### src/rtl/irig_b_encoder_if.sv
// Control/load inputs and code outputs of the IRIG-B encoder.
// The master side drives enable and load requests; the slave side is the encoder.
interface irig_b_encoder_if;
  logic       enable;
  logic       load_valid;
  logic [5:0] load_sec;
  logic [5:0] load_min;
  logic [4:0] load_hour;
  logic [8:0] load_day;
  logic [6:0] load_year;
  logic       load_err;
  logic       irig_out;
  logic       frame_start;
  logic       busy;

  modport master (
    output enable, load_valid, load_sec, load_min, load_hour, load_day, load_year,
    input  load_err, irig_out, frame_start, busy
  );

  modport slave (
    input  enable, load_valid, load_sec, load_min, load_hour, load_day, load_year,
    output load_err, irig_out, frame_start, busy
  );
endinterface

### src/rtl/irig_b_encoder.sv
// IRIG-B (B00x, DC level) time-code generator: keeps a time-of-year register,
// BCD-encodes it into a 100-bit frame shadow and emits one frame per second.
module irig_b_encoder #(
  parameter int CLKS_PER_MS = 10000
) (
  input  logic              clk,
  input  logic              rst_n,
  irig_b_encoder_if.slave   bus
);

  localparam int MSW = (CLKS_PER_MS > 2) ? $clog2(CLKS_PER_MS) : 1;
  localparam logic [MSW-1:0] MS_LAST = MSW'(CLKS_PER_MS - 1);

  typedef enum logic {ST_IDLE, ST_RUN} state_t;

  typedef struct packed {
    logic [6:0] year;
    logic [8:0] day;
    logic [4:0] hour;
    logic [5:0] min;
    logic [5:0] sec;
  } time_t;

  localparam time_t TIME_RESET = '{year: 7'd0, day: 9'd1, hour: 5'd0, min: 6'd0, sec: 6'd0};

  function automatic logic [8:0] last_day(input logic [6:0] y);
    return (y[1:0] == 2'b00) ? 9'd366 : 9'd365;
  endfunction

  function automatic time_t inc_time(input time_t t);
    time_t r;
    r = t;
    if (t.sec != 6'd59) begin
      r.sec = t.sec + 6'd1;
    end else begin
      r.sec = 6'd0;
      if (t.min != 6'd59) begin
        r.min = t.min + 6'd1;
      end else begin
        r.min = 6'd0;
        if (t.hour != 5'd23) begin
          r.hour = t.hour + 5'd1;
        end else begin
          r.hour = 5'd0;
          if (t.day != last_day(t.year)) begin
            r.day = t.day + 9'd1;
          end else begin
            r.day  = 9'd1;
            r.year = (t.year == 7'd99) ? 7'd0 : t.year + 7'd1;
          end
        end
      end
    end
    return r;
  endfunction

  function automatic logic [3:0] units(input logic [8:0] v);
    logic [8:0] r;
    r = v % 9'd10;
    return r[3:0];
  endfunction

  function automatic logic [8:0] tens_of(input logic [8:0] v);
    return v / 9'd10;
  endfunction

  // Only data bits are stored; marker positions are applied at symbol time.
  function automatic logic [99:0] build_frame(input time_t t);
    logic [99:0] f;
    logic [8:0]  sec9, min9, hour9, day9, year9, day_t;
    logic [3:0]  st, mt, ht, yt, dt, dh;
    f     = '0;
    sec9  = {3'b0, t.sec};
    min9  = {3'b0, t.min};
    hour9 = {4'b0, t.hour};
    day9  = t.day;
    year9 = {2'b0, t.year};
    day_t = tens_of(day9);
    st = units(tens_of(sec9));
    mt = units(tens_of(min9));
    ht = units(tens_of(hour9));
    yt = units(tens_of(year9));
    dt = units(day_t);
    dh = units(tens_of(day_t));
    f[4:1]   = units(sec9);
    f[8:6]   = st[2:0];
    f[13:10] = units(min9);
    f[17:15] = mt[2:0];
    f[23:20] = units(hour9);
    f[26:25] = ht[1:0];
    f[33:30] = units(day9);
    f[38:35] = dt;
    f[41:40] = dh[1:0];
    f[53:50] = units(year9);
    f[58:55] = yt;
    return f;
  endfunction

  logic [99:0] marker_mask;
  for (genvar gi = 0; gi < 100; gi++) begin : g_marker
    assign marker_mask[gi] = (gi == 0) || ((gi % 10) == 9);
  end

  state_t         state_q, state_d;
  logic [MSW-1:0] ms_cnt_q, ms_cnt_d;
  logic [3:0]     ms_in_bit_q, ms_in_bit_d;
  logic [6:0]     bit_idx_q, bit_idx_d;
  time_t          time_q, time_d;
  time_t          pend_q, pend_d;
  logic           pend_valid_q, pend_valid_d;
  logic [99:0]    shadow_q, shadow_d;
  logic           irig_out_q, irig_out_d;
  logic           frame_start_q, frame_start_d;
  logic           busy_q, busy_d;
  logic           load_err_q, load_err_d;

  time_t      load_time;
  logic       load_ok;
  logic       ms_last, bit_last, frame_last;
  logic       run_d;
  logic [3:0] n_ms;

  assign load_time = '{year: bus.load_year, day: bus.load_day, hour: bus.load_hour,
                       min: bus.load_min, sec: bus.load_sec};

  assign load_ok = bus.load_valid
                && (bus.load_sec  <= 6'd59)
                && (bus.load_min  <= 6'd59)
                && (bus.load_hour <= 5'd23)
                && (bus.load_day  >= 9'd1)
                && (bus.load_day  <= last_day(bus.load_year))
                && (bus.load_year <= 7'd99);

  assign ms_last    = (ms_cnt_q == MS_LAST);
  assign bit_last   = ms_last && (ms_in_bit_q == 4'd9);
  assign frame_last = bit_last && (bit_idx_q == 7'd99);

  always_comb begin
    state_d      = state_q;
    ms_cnt_d     = ms_cnt_q;
    ms_in_bit_d  = ms_in_bit_q;
    bit_idx_d    = bit_idx_q;
    time_d       = time_q;
    pend_d       = pend_q;
    pend_valid_d = pend_valid_q;
    shadow_d     = shadow_q;
    load_err_d   = bus.load_valid && !load_ok;

    case (state_q)
      ST_IDLE: begin
        ms_cnt_d    = '0;
        ms_in_bit_d = '0;
        bit_idx_d   = '0;
        if (pend_valid_q) begin
          time_d       = pend_q;
          pend_valid_d = 1'b0;
        end
        if (load_ok) begin
          time_d       = load_time;
          pend_valid_d = 1'b0;
        end
        if (bus.enable) begin
          state_d  = ST_RUN;
          shadow_d = build_frame(time_d);
        end
      end
      ST_RUN: begin
        if (load_ok) begin
          pend_d       = load_time;
          pend_valid_d = 1'b1;
        end
        ms_cnt_d = ms_last ? '0 : ms_cnt_q + MSW'(1);
        if (ms_last) begin
          ms_in_bit_d = bit_last ? 4'd0 : ms_in_bit_q + 4'd1;
        end
        if (bit_last) begin
          bit_idx_d = frame_last ? 7'd0 : bit_idx_q + 7'd1;
        end
        // A strobe coinciding with the frame boundary is held for the next boundary.
        if (frame_last) begin
          time_d       = pend_valid_q ? pend_q : inc_time(time_q);
          pend_valid_d = load_ok;
          if (bus.enable) begin
            shadow_d = build_frame(time_d);
          end else begin
            state_d = ST_IDLE;
          end
        end
      end
      default: state_d = ST_IDLE;
    endcase

    // Outputs are registered from next-state values so irig_out is glitch-free.
    run_d = (state_d == ST_RUN);
    if (marker_mask[bit_idx_d]) begin
      n_ms = 4'd8;
    end else if (shadow_d[bit_idx_d]) begin
      n_ms = 4'd5;
    end else begin
      n_ms = 4'd2;
    end
    irig_out_d    = run_d && (ms_in_bit_d < n_ms);
    frame_start_d = run_d && (ms_cnt_d == '0) && (ms_in_bit_d == 4'd0) && (bit_idx_d == 7'd0);
    busy_d        = run_d;
  end

  always_ff @(posedge clk or negedge rst_n) begin
    if (!rst_n) begin
      state_q       <= ST_IDLE;
      ms_cnt_q      <= '0;
      ms_in_bit_q   <= '0;
      bit_idx_q     <= '0;
      time_q        <= TIME_RESET;
      pend_q        <= TIME_RESET;
      pend_valid_q  <= 1'b0;
      shadow_q      <= '0;
      irig_out_q    <= 1'b0;
      frame_start_q <= 1'b0;
      busy_q        <= 1'b0;
      load_err_q    <= 1'b0;
    end else begin
      state_q       <= state_d;
      ms_cnt_q      <= ms_cnt_d;
      ms_in_bit_q   <= ms_in_bit_d;
      bit_idx_q     <= bit_idx_d;
      time_q        <= time_d;
      pend_q        <= pend_d;
      pend_valid_q  <= pend_valid_d;
      shadow_q      <= shadow_d;
      irig_out_q    <= irig_out_d;
      frame_start_q <= frame_start_d;
      busy_q        <= busy_d;
      load_err_q    <= load_err_d;
    end
  end

  assign bus.irig_out    = irig_out_q;
  assign bus.frame_start = frame_start_q;
  assign bus.busy        = busy_q;
  assign bus.load_err    = load_err_q;

endmodule

### src/flat_wrapper.sv
// flat-port wrapper written by rule: the top's interface ports become plain ports
module irig_b_encoder_flat 
#(
  parameter int CLKS_PER_MS = 10000
)
  (clk, rst_n, bus_enable, bus_load_valid, bus_load_sec, bus_load_min, bus_load_hour, bus_load_day, bus_load_year, bus_load_err, bus_irig_out, bus_frame_start, bus_busy);
  irig_b_encoder_if bus_i ();
  input  logic clk;
  input  logic rst_n;
  input wire logic [$bits(bus_i.enable)-1:0] bus_enable;
  input wire logic [$bits(bus_i.load_valid)-1:0] bus_load_valid;
  input wire logic [$bits(bus_i.load_sec)-1:0] bus_load_sec;
  input wire logic [$bits(bus_i.load_min)-1:0] bus_load_min;
  input wire logic [$bits(bus_i.load_hour)-1:0] bus_load_hour;
  input wire logic [$bits(bus_i.load_day)-1:0] bus_load_day;
  input wire logic [$bits(bus_i.load_year)-1:0] bus_load_year;
  output wire logic [$bits(bus_i.load_err)-1:0] bus_load_err;
  output wire logic [$bits(bus_i.irig_out)-1:0] bus_irig_out;
  output wire logic [$bits(bus_i.frame_start)-1:0] bus_frame_start;
  output wire logic [$bits(bus_i.busy)-1:0] bus_busy;
  assign bus_i.enable = bus_enable;
  assign bus_i.load_valid = bus_load_valid;
  assign bus_i.load_sec = bus_load_sec;
  assign bus_i.load_min = bus_load_min;
  assign bus_i.load_hour = bus_load_hour;
  assign bus_i.load_day = bus_load_day;
  assign bus_i.load_year = bus_load_year;
  assign bus_load_err = bus_i.load_err;
  assign bus_irig_out = bus_i.irig_out;
  assign bus_frame_start = bus_i.frame_start;
  assign bus_busy = bus_i.busy;
  irig_b_encoder #(.CLKS_PER_MS(CLKS_PER_MS)) u_core (.clk(clk), .rst_n(rst_n), .bus(bus_i));
endmodule
### config.mk
export PLATFORM = sky130hd
export DESIGN_NAME = irig_b_encoder_flat
export DESIGN_NICKNAME = d
export VERILOG_FILES = /design/src/rtl/irig_b_encoder_if.sv /design/src/rtl/irig_b_encoder.sv /design/src/flat_wrapper.sv
export SDC_FILE = /design/constraint.sdc
export NUM_CORES = 1
export LEC_CHECK = 0
export CAP_MARGIN = 30
export CORE_ASPECT_RATIO = 1.4
export CORE_UTILIZATION = 55
export DETAILED_ROUTE_END_ITERATION = 8
export DONT_BUFFER_PORTS = 1
export HOLD_SLACK_MARGIN = 0.02
export PLACE_DENSITY = 0.81
export REMOVE_ABC_BUFFERS = 1
export SETUP_SLACK_MARGIN = 0.5
export SYNTH_ARGS = -nofsm -noshare
export SYNTH_HDL_FRONTEND = slang
export SYNTH_SLANG_ARGS = --single-unit
### constraint.sdc
create_clock -name clk -period 18.55 [get_ports clk]
set_clock_uncertainty 0.05 [all_clocks]
set_input_delay 3.71 -clock clk [delete_from_list [all_inputs] [get_ports clk]]
set_output_delay 3.71 -clock clk [all_outputs]
set_load 0.02 [all_outputs]
## Word-level counts from Yosys, hierarchy flattened

Memory sizes are Yosys's and may differ from the RTL's.
Cells that the tools add are included.

| cells by class | value |
|---|---|
| add/subtract/negate cells | 8 |
| multiply operators | 0 |
| div/mod/pow operators | 34 |
| order comparisons | 8 |
| equality and inequality tests | 10 |
| shift operators | 0 |
| mux-type cells | 44 |
| bitwise gates (word level) | 1 |
| reduce and logical (&&, ||, !) cells | 20 |

Operator list:

| cell | number |
|---|---|
| 100-bit two-way mux | 3 |
| 100-bit one-hot mux with 2 select lines | 1 |
| 33-bit two-way mux | 5 |
| 9-bit by 4-bit remainder unit with 9-bit output, second input constant | 14 |
| 27-bit two-way mux | 3 |
| 33-bit one-hot mux with 2 select lines | 1 |
| 6-bit by 4-bit divider with 9-bit output, second input constant | 4 |
| 9-bit by 4-bit divider with 9-bit output, second input constant | 4 |
| 6-bit by 4-bit remainder unit with 9-bit output, second input constant | 4 |
| 7-bit two-way mux | 4 |
| 14-bit one-hot mux with 2 select lines | 1 |
| 6-bit two-way mux | 4 |
| 21-bit two-way mux | 1 |
| 5-bit by 4-bit divider with 9-bit output, second input constant | 2 |
| 7-bit by 4-bit divider with 9-bit output, second input constant | 2 |
| 5-bit by 4-bit remainder unit with 9-bit output, second input constant | 2 |
| 7-bit by 4-bit remainder unit with 9-bit output, second input constant | 2 |
| 16-bit two-way mux | 1 |
| 14-bit by 1-bit adder with 14-bit output, second input constant | 1 |
| 7-bit by 1-bit adder with 7-bit output, second input constant | 2 |
| 14-bit == test, second input constant | 1 |
| 7-bit == test, second input constant | 2 |
| 14-bit zero test | 1 |
| 14-bit two-way mux | 1 |
| other kinds (34) | 59 |

| storage, ports and cells | value |
|---|---|
| register bits after elaboration | 196 |
| bits in latches | 0 |
| memory bits (writable) | 0 |
| bits in read-only memories | 128 |
| input port bits | 37 |
| output and inout bits | 4 |
| logic and storage cells | 145 |
| memories kept | 1 |

Memory list:

| memory | words | width | read ports | clocked after memory_dff | write ports | RTL line | text |
|---|---|---|---|---|---|---|---|
| (name not given) | 128 | 1 | 1 | 0 | 0 | irig_b_encoder.sv:195 | `if (marker_mask[bit_idx_d]) begin` |

## Logic depth before layout (Yosys ltp)

| depth | value |
|---|---|
| word-level depth | 22 |
| mapped depth | 47 |
| mapped depth without buffers | 40 |

## Worst setup path after synthesis

OpenSTA, ideal clock, no wires.

| path | value |
|---|---|
| path type | input-to-reg |
| start | in bus_load_year[0] |
| end | reg u_core.irig_out_q (netlist: u_core.bus.irig_out) |
| arrival time | 11,401 ps |
| path slack | 7,033 ps |
| stages | 46 |
| cells stage by stage | or2_2 ha_1 nor2b_1 o2111ai_1 a21o_1 buf_2 nand2_1 buf_2 buf_4 buf_6 clkbuf_1 clkbuf_1 nand2_1 o21ai_0 inv_1 ha_1 clkbuf_1 o21ai_0 [... 10 more ...] nand2_1 inv_2 xnor2_1 ha_1 a21o_1 o21ai_0 o211a_1 a31oi_1 a311oi_1 a31oi_1 a21o_1 a41o_1 or2_1 ha_1 a21o_1 a21o_1 a311oi_1 a31o_1 |

| between the ends | value |
|---|---|
| word-level cells in the longest chain between the ends | 18 |
| elaborated cells on any way between the ends | 33 |
| those cells by class | div (17); order compare (3); mux (9); reduce/logical (4) |

RTL lines:

| what | RTL line | text |
|---|---|---|
| start: declaration | flat_wrapper.sv:16 | `input wire logic [$bits(bus_i.load_year)-1:0] bus_load_year;` |
| 2-bit zero test | irig_b_encoder.sv:27 | `return (y[1:0] == 2'b00) ? 9'd366 : 9'd365;` |
| 2-bit two-way mux | irig_b_encoder.sv:27 |  |
| 9-bit less-or-equal comparator | irig_b_encoder.sv:131 | `&& (bus.load_day <= last_day(bus.load_year))` |
| 1-bit logical AND | irig_b_encoder.sv:131 |  |
| 1-bit logical AND | irig_b_encoder.sv:132 | `&& (bus.load_year <= 7'd99);` |
| 33-bit two-way mux (*) | irig_b_encoder.sv:158 | `if (load_ok) begin` |
| 33-bit two-way mux (*) | irig_b_encoder.sv:149 | `case (state_q)` |
| 9-bit by 4-bit divider with 9-bit output (2 in a row) | irig_b_encoder.sv:64 | `return v / 9'd10;` |
| [... 2 more ...] | - |  |
| 100-bit one-hot mux with 2 select lines (*) | irig_b_encoder.sv:149 |  |
| 1-bit binary-select mux with 7-bit select (*) | irig_b_encoder.sv:197 | `end else if (shadow_d[bit_idx_d]) begin` |
| 1-bit two-way mux (implied by the code) (*) | irig_b_encoder.sv:197 |  |
| 3-bit two-way mux (*) | irig_b_encoder.sv:197 |  |
| 4-bit two-way mux (*) | irig_b_encoder.sv:195 |  |
| 4-bit < comparator (*) | irig_b_encoder.sv:202 | `irig_out_d = run_d && (ms_in_bit_d < n_ms);` |
| 1-bit logical AND (*) | irig_b_encoder.sv:202 |  |
| net u_core.irig_out_d | irig_b_encoder.sv:112 | `logic irig_out_q, irig_out_d;` |
| end signal: assignment | irig_b_encoder.sv:230 | `irig_out_q <= irig_out_d;` |
| end: declaration | irig_b_encoder.sv:112 |  |

Mark *: on every way through the listed nets, which the timed path passes. The rest lies on a longest branch. The select of a mux whose other input is x is not followed.
A chain may end at the register's enable or synchronous reset.

## Worst setup path after layout

Ends and elaborated chain as after synthesis.

==> summary.txt <==
Die
  • Initial Utilization: 0.559
  • FP Rows: 77
  • Die Area: 0.0327 mm2
  • Die Width: 153 um
  • IO Count: 41
  • Core Box Area: 0.0315 mm2
  • Die height: between 200 and 250 um

Worst setup path
  • CP max stage delay: 0.81 ns
  • Reg-to-reg endpoint: u_core.bus.irig_out
  • CP endpoint kind: register
  • Reg2Reg Launch Point: u_core.time_q[0]
  • Startpoint types: input port
  • Worst Path Arrival: 11.88 ns
  • Max FO, Critical Path: 56
  • Critical Path RT: ~19 ns
  • Most frequent CP cell: ha_1
  • Kind of critical path: in -> reg
  • Worst Reg-to-Reg Cells: 37
  • Reg2Reg Setup Slack: 8.81 ns
  • CP max-delay cell: mux2i_1

Cells and area
  • Most frequent cells in the layout: nand2_1, dfrtp_1, nor2_1, o21ai_0, a21oi_1
  • Nets: 2,227
  • Ant diodes: 0
  • Commonest non-fill, non-tap cell in the layout: nand2_1
  • Layout area overhead: 3.70%
  • Layout cells sized above 1: 0.0882
  • Design area: ~0.018 mm2

Timing
  • Fmax: between 0.08 and 0.09 GHz
  • Final setup viols: 0
  • Slew HR: 0.342
  • Final hold viol count: 0
  • Slew @ Worst Pin: ~0.96 ns
  • RSZ-0062 raised after global routing: false
  • Max Slew Vio Count: 0
  • Setup ws final: ~7.0 ns
  • Post-layout min period: ~12 ns
  • Final Cycle Share: 0.621
  • Post-route setup TNS: 0 ns

Synth
  • Synth Area in XOR/XNOR: 0.0343
  • Sequential share of the synthesized area: 0.279
  • Post-synth ARST share: 1.00
  • FF+latch count, synth: slightly below 200
  • Synth Area per Inst: 7.96 um2
  • Synthesized cell area: 0.0176 mm2
  • Cell count after synthesis: between 2,000 and 2,500
  • Post-synthesis compound-gate area fraction: 0.272
  • Largest family of logic cells by synthesized area: compound AO/OA/AOI/OAI gates
  • Yosys warning count: 0
  • Mux cell area share after synthesis: 0.0658
  • Netlist cell types: 120
  • Synth Flop Type: dfrtp_1
  • Area fraction in and, or, nand and nor cells after synthesis: 0.239
  • Adder-cell area share of the yosys netlist: 0.0563
  • Number of flops mapped to enable cells by yosys: 0

Clocking
  • CTS resizes: 0
  • TritonCTS Buffers: 17
  • CTS root buffer: clkbuf_16
  • Clk_lat worst skew: 0.46 ns
  • CTS tree: done
  • Clk sinks: 196
  • H-tree lvl count: 4
  • Setup Fix Bufs, Post-CTS: 0
  • Hold Buf Count CTS: 0
  • Worst-case clock buffer depth: 2
  • Clk slew on worst S/H paths: ~0.080 ns

Worst hold path
  • Hold Path Sink: u_core.shadow_q[93]
  • Hold_sp: u_core.shadow_q[93]
  • Hold crit path type: reg -> reg
  • Hold depth: 1

Global routing
  • Total grt overflow: 0
  • GRT Total Usage: 0.334
  • Vias in the first global route: 16,600
  • Largest net degree at the start of global routing: 197
  • Global-route wire length before repair: 86,900 um
  • Initial antenna violation count: 0

Place
  • Dpl ws: 6.74 ns
  • Port-buffer cells: 0
  • Dpl cell area: 0.0177 mm2
  • Hpwl dp: 38,600 um
  • Routability cong.: just under 1

Outcome
  • Status: complete, no violations

Pwr
  • Power per Cell Area: 118 mW/mm2
  • Peak supply drop: 0.0701 mV
  • Leakage: 0.00793 uW

Route
  • Routed WL: 53,900 um
  • Drt drc: 0
  • Post-route ant nets: 0
  • Drt first-iter violations: 1,461
  • Routed vias: 17,100
  • WL/cell: ~21 um
  • DR pass1 iterations: 6
  • DR vias/cell: 6.79

Flow run
  • # Max-Cap Violations: 0
-- stage by stage --
| step | power, uW | util | hold WS [ns] | std cells |
|---|---|---|---|---|
| floorplan | 1470 | - | 0.405 | 2075 |
| global placement | 1720 | 0.561 | 0.426 | 2494 |
| detailed placement | 1750 | 0.561 | 0.435 | 2495 |
| CTS | 2130 | 0.579 | 0.456 | 2526 |
| global route | 2300 | 0.579 | 0.462 | 2526 |
| finish | 2150 | 0.579 | 0.448 | 2526 |
-- flip-flops by register name (all words and copies together) (netlist names) --
register,count
u_core.state_q,1
u_core.bus.load_err,1
u_core.bus.irig_out,1
u_core.ms_in_bit_q,4
u_core.shadow_q,100
u_core.ms_cnt_q,14
u_core.bus.frame_start,1
u_core.bit_idx_q,7
u_core.time_q,33
u_core.pend_valid_q,1
u_core.pend_q,33
-- cells by family (layout without fill, tap and decap cells) --
logic type / count (synthesis) / in the layout
simple gates: 841 / 841
compound gates: 699 / 699
buf+inv: 218 / 138
flops: 196 / 196
mux: 107 / 107
fa+ha+maj: 81 / 81
xor+xnor: 69 / 69
-- report_power, final --
part	switching (uW)	internal (uW)	total, uW
logic	760	487	1250
registers	59.6	473	532
clock network	177	191	367
total	996	1150	2150
-- worst max-delay path by stage --
stage          depth (start not counted)                  end             start  slack [ns]
6_report                              35  u_core.bus.irig_out  bus_load_year[0]        7.02
5_1_grt                               36  u_core.bus.irig_out  bus_load_year[0]        6.43
3_5_place_dp                          35  u_core.bus.irig_out  bus_load_year[0]        6.74
4_1_cts                               35  u_core.bus.irig_out  bus_load_year[0]        7.19
2_1_floorplan                         37  u_core.bus.irig_out  bus_load_year[0]        6.83
3_3_place_gp                          36  u_core.bus.irig_out  bus_load_year[0]        7.05
-- cells in the mapped netlist, drive strengths merged, types with 15 or more instances --
cell    count  share of area
nor3       52          0.016
and3       15         0.0053
o21a       15         0.0065
o211ai     41          0.018
nand4      23         0.0090
inv        79          0.017
ha         71          0.050
nand3      64          0.019
nor2      194          0.042
and2       15         0.0055
o21ai     166          0.048
a31oi      41          0.015
xor2       28          0.014
o31ai      25          0.012
clkbuf     73          0.016
a21o       21         0.0090
o22ai      46          0.017
a211oi     19         0.0081
mux2i      58          0.033
or2        20         0.0073
nor2b      86          0.031
nand2b     20         0.0071
nand2     261          0.056
a21oi     133          0.039
xnor2      41          0.020
dfrtp     194           0.28
o31a       17         0.0085
nor4       26          0.011
buf        63          0.020
mux2       47          0.030
-- per-layer routing --
| metal | global-route usage | wire length (um) | up-vias |
|---|---|---|---|
| met5 | 0 | 0 | - |
| met4 | 0.217 | 3060 | 0 |
| met3 | 0.0465 | 3130 | 190 |
| met2 | 0.582 | 26700 | 702 |
| met1 | 0.386 | 21000 | 8263 |
| li1 | - | - | 7994 |
-- cell type report --
cell class / instances / area [um2]
fill: 2847 / 13300
multi-input combinational: 1797 / 11800
sequential: 196 / 4910
tap: 395 / 494
clock buffer: 19 / 443
inverter: 82 / 308
timing repair buffer: 25 / 191
clock inverter: 12 / 121
-- worst max-delay path: cells and delay by family --
kind	cells	cell delay (ns)
XOR/XNOR	2	0.28
adder cells (fa/ha/maj)	5	1.33
AO/OA/AOI/OAI	18	3.81
AND/OR/NAND/NOR	7	1.20
multiplexers	1	0.81
buffers and inverters	2	0.68
Note: power is estimated with default switching activity, not from simulation.
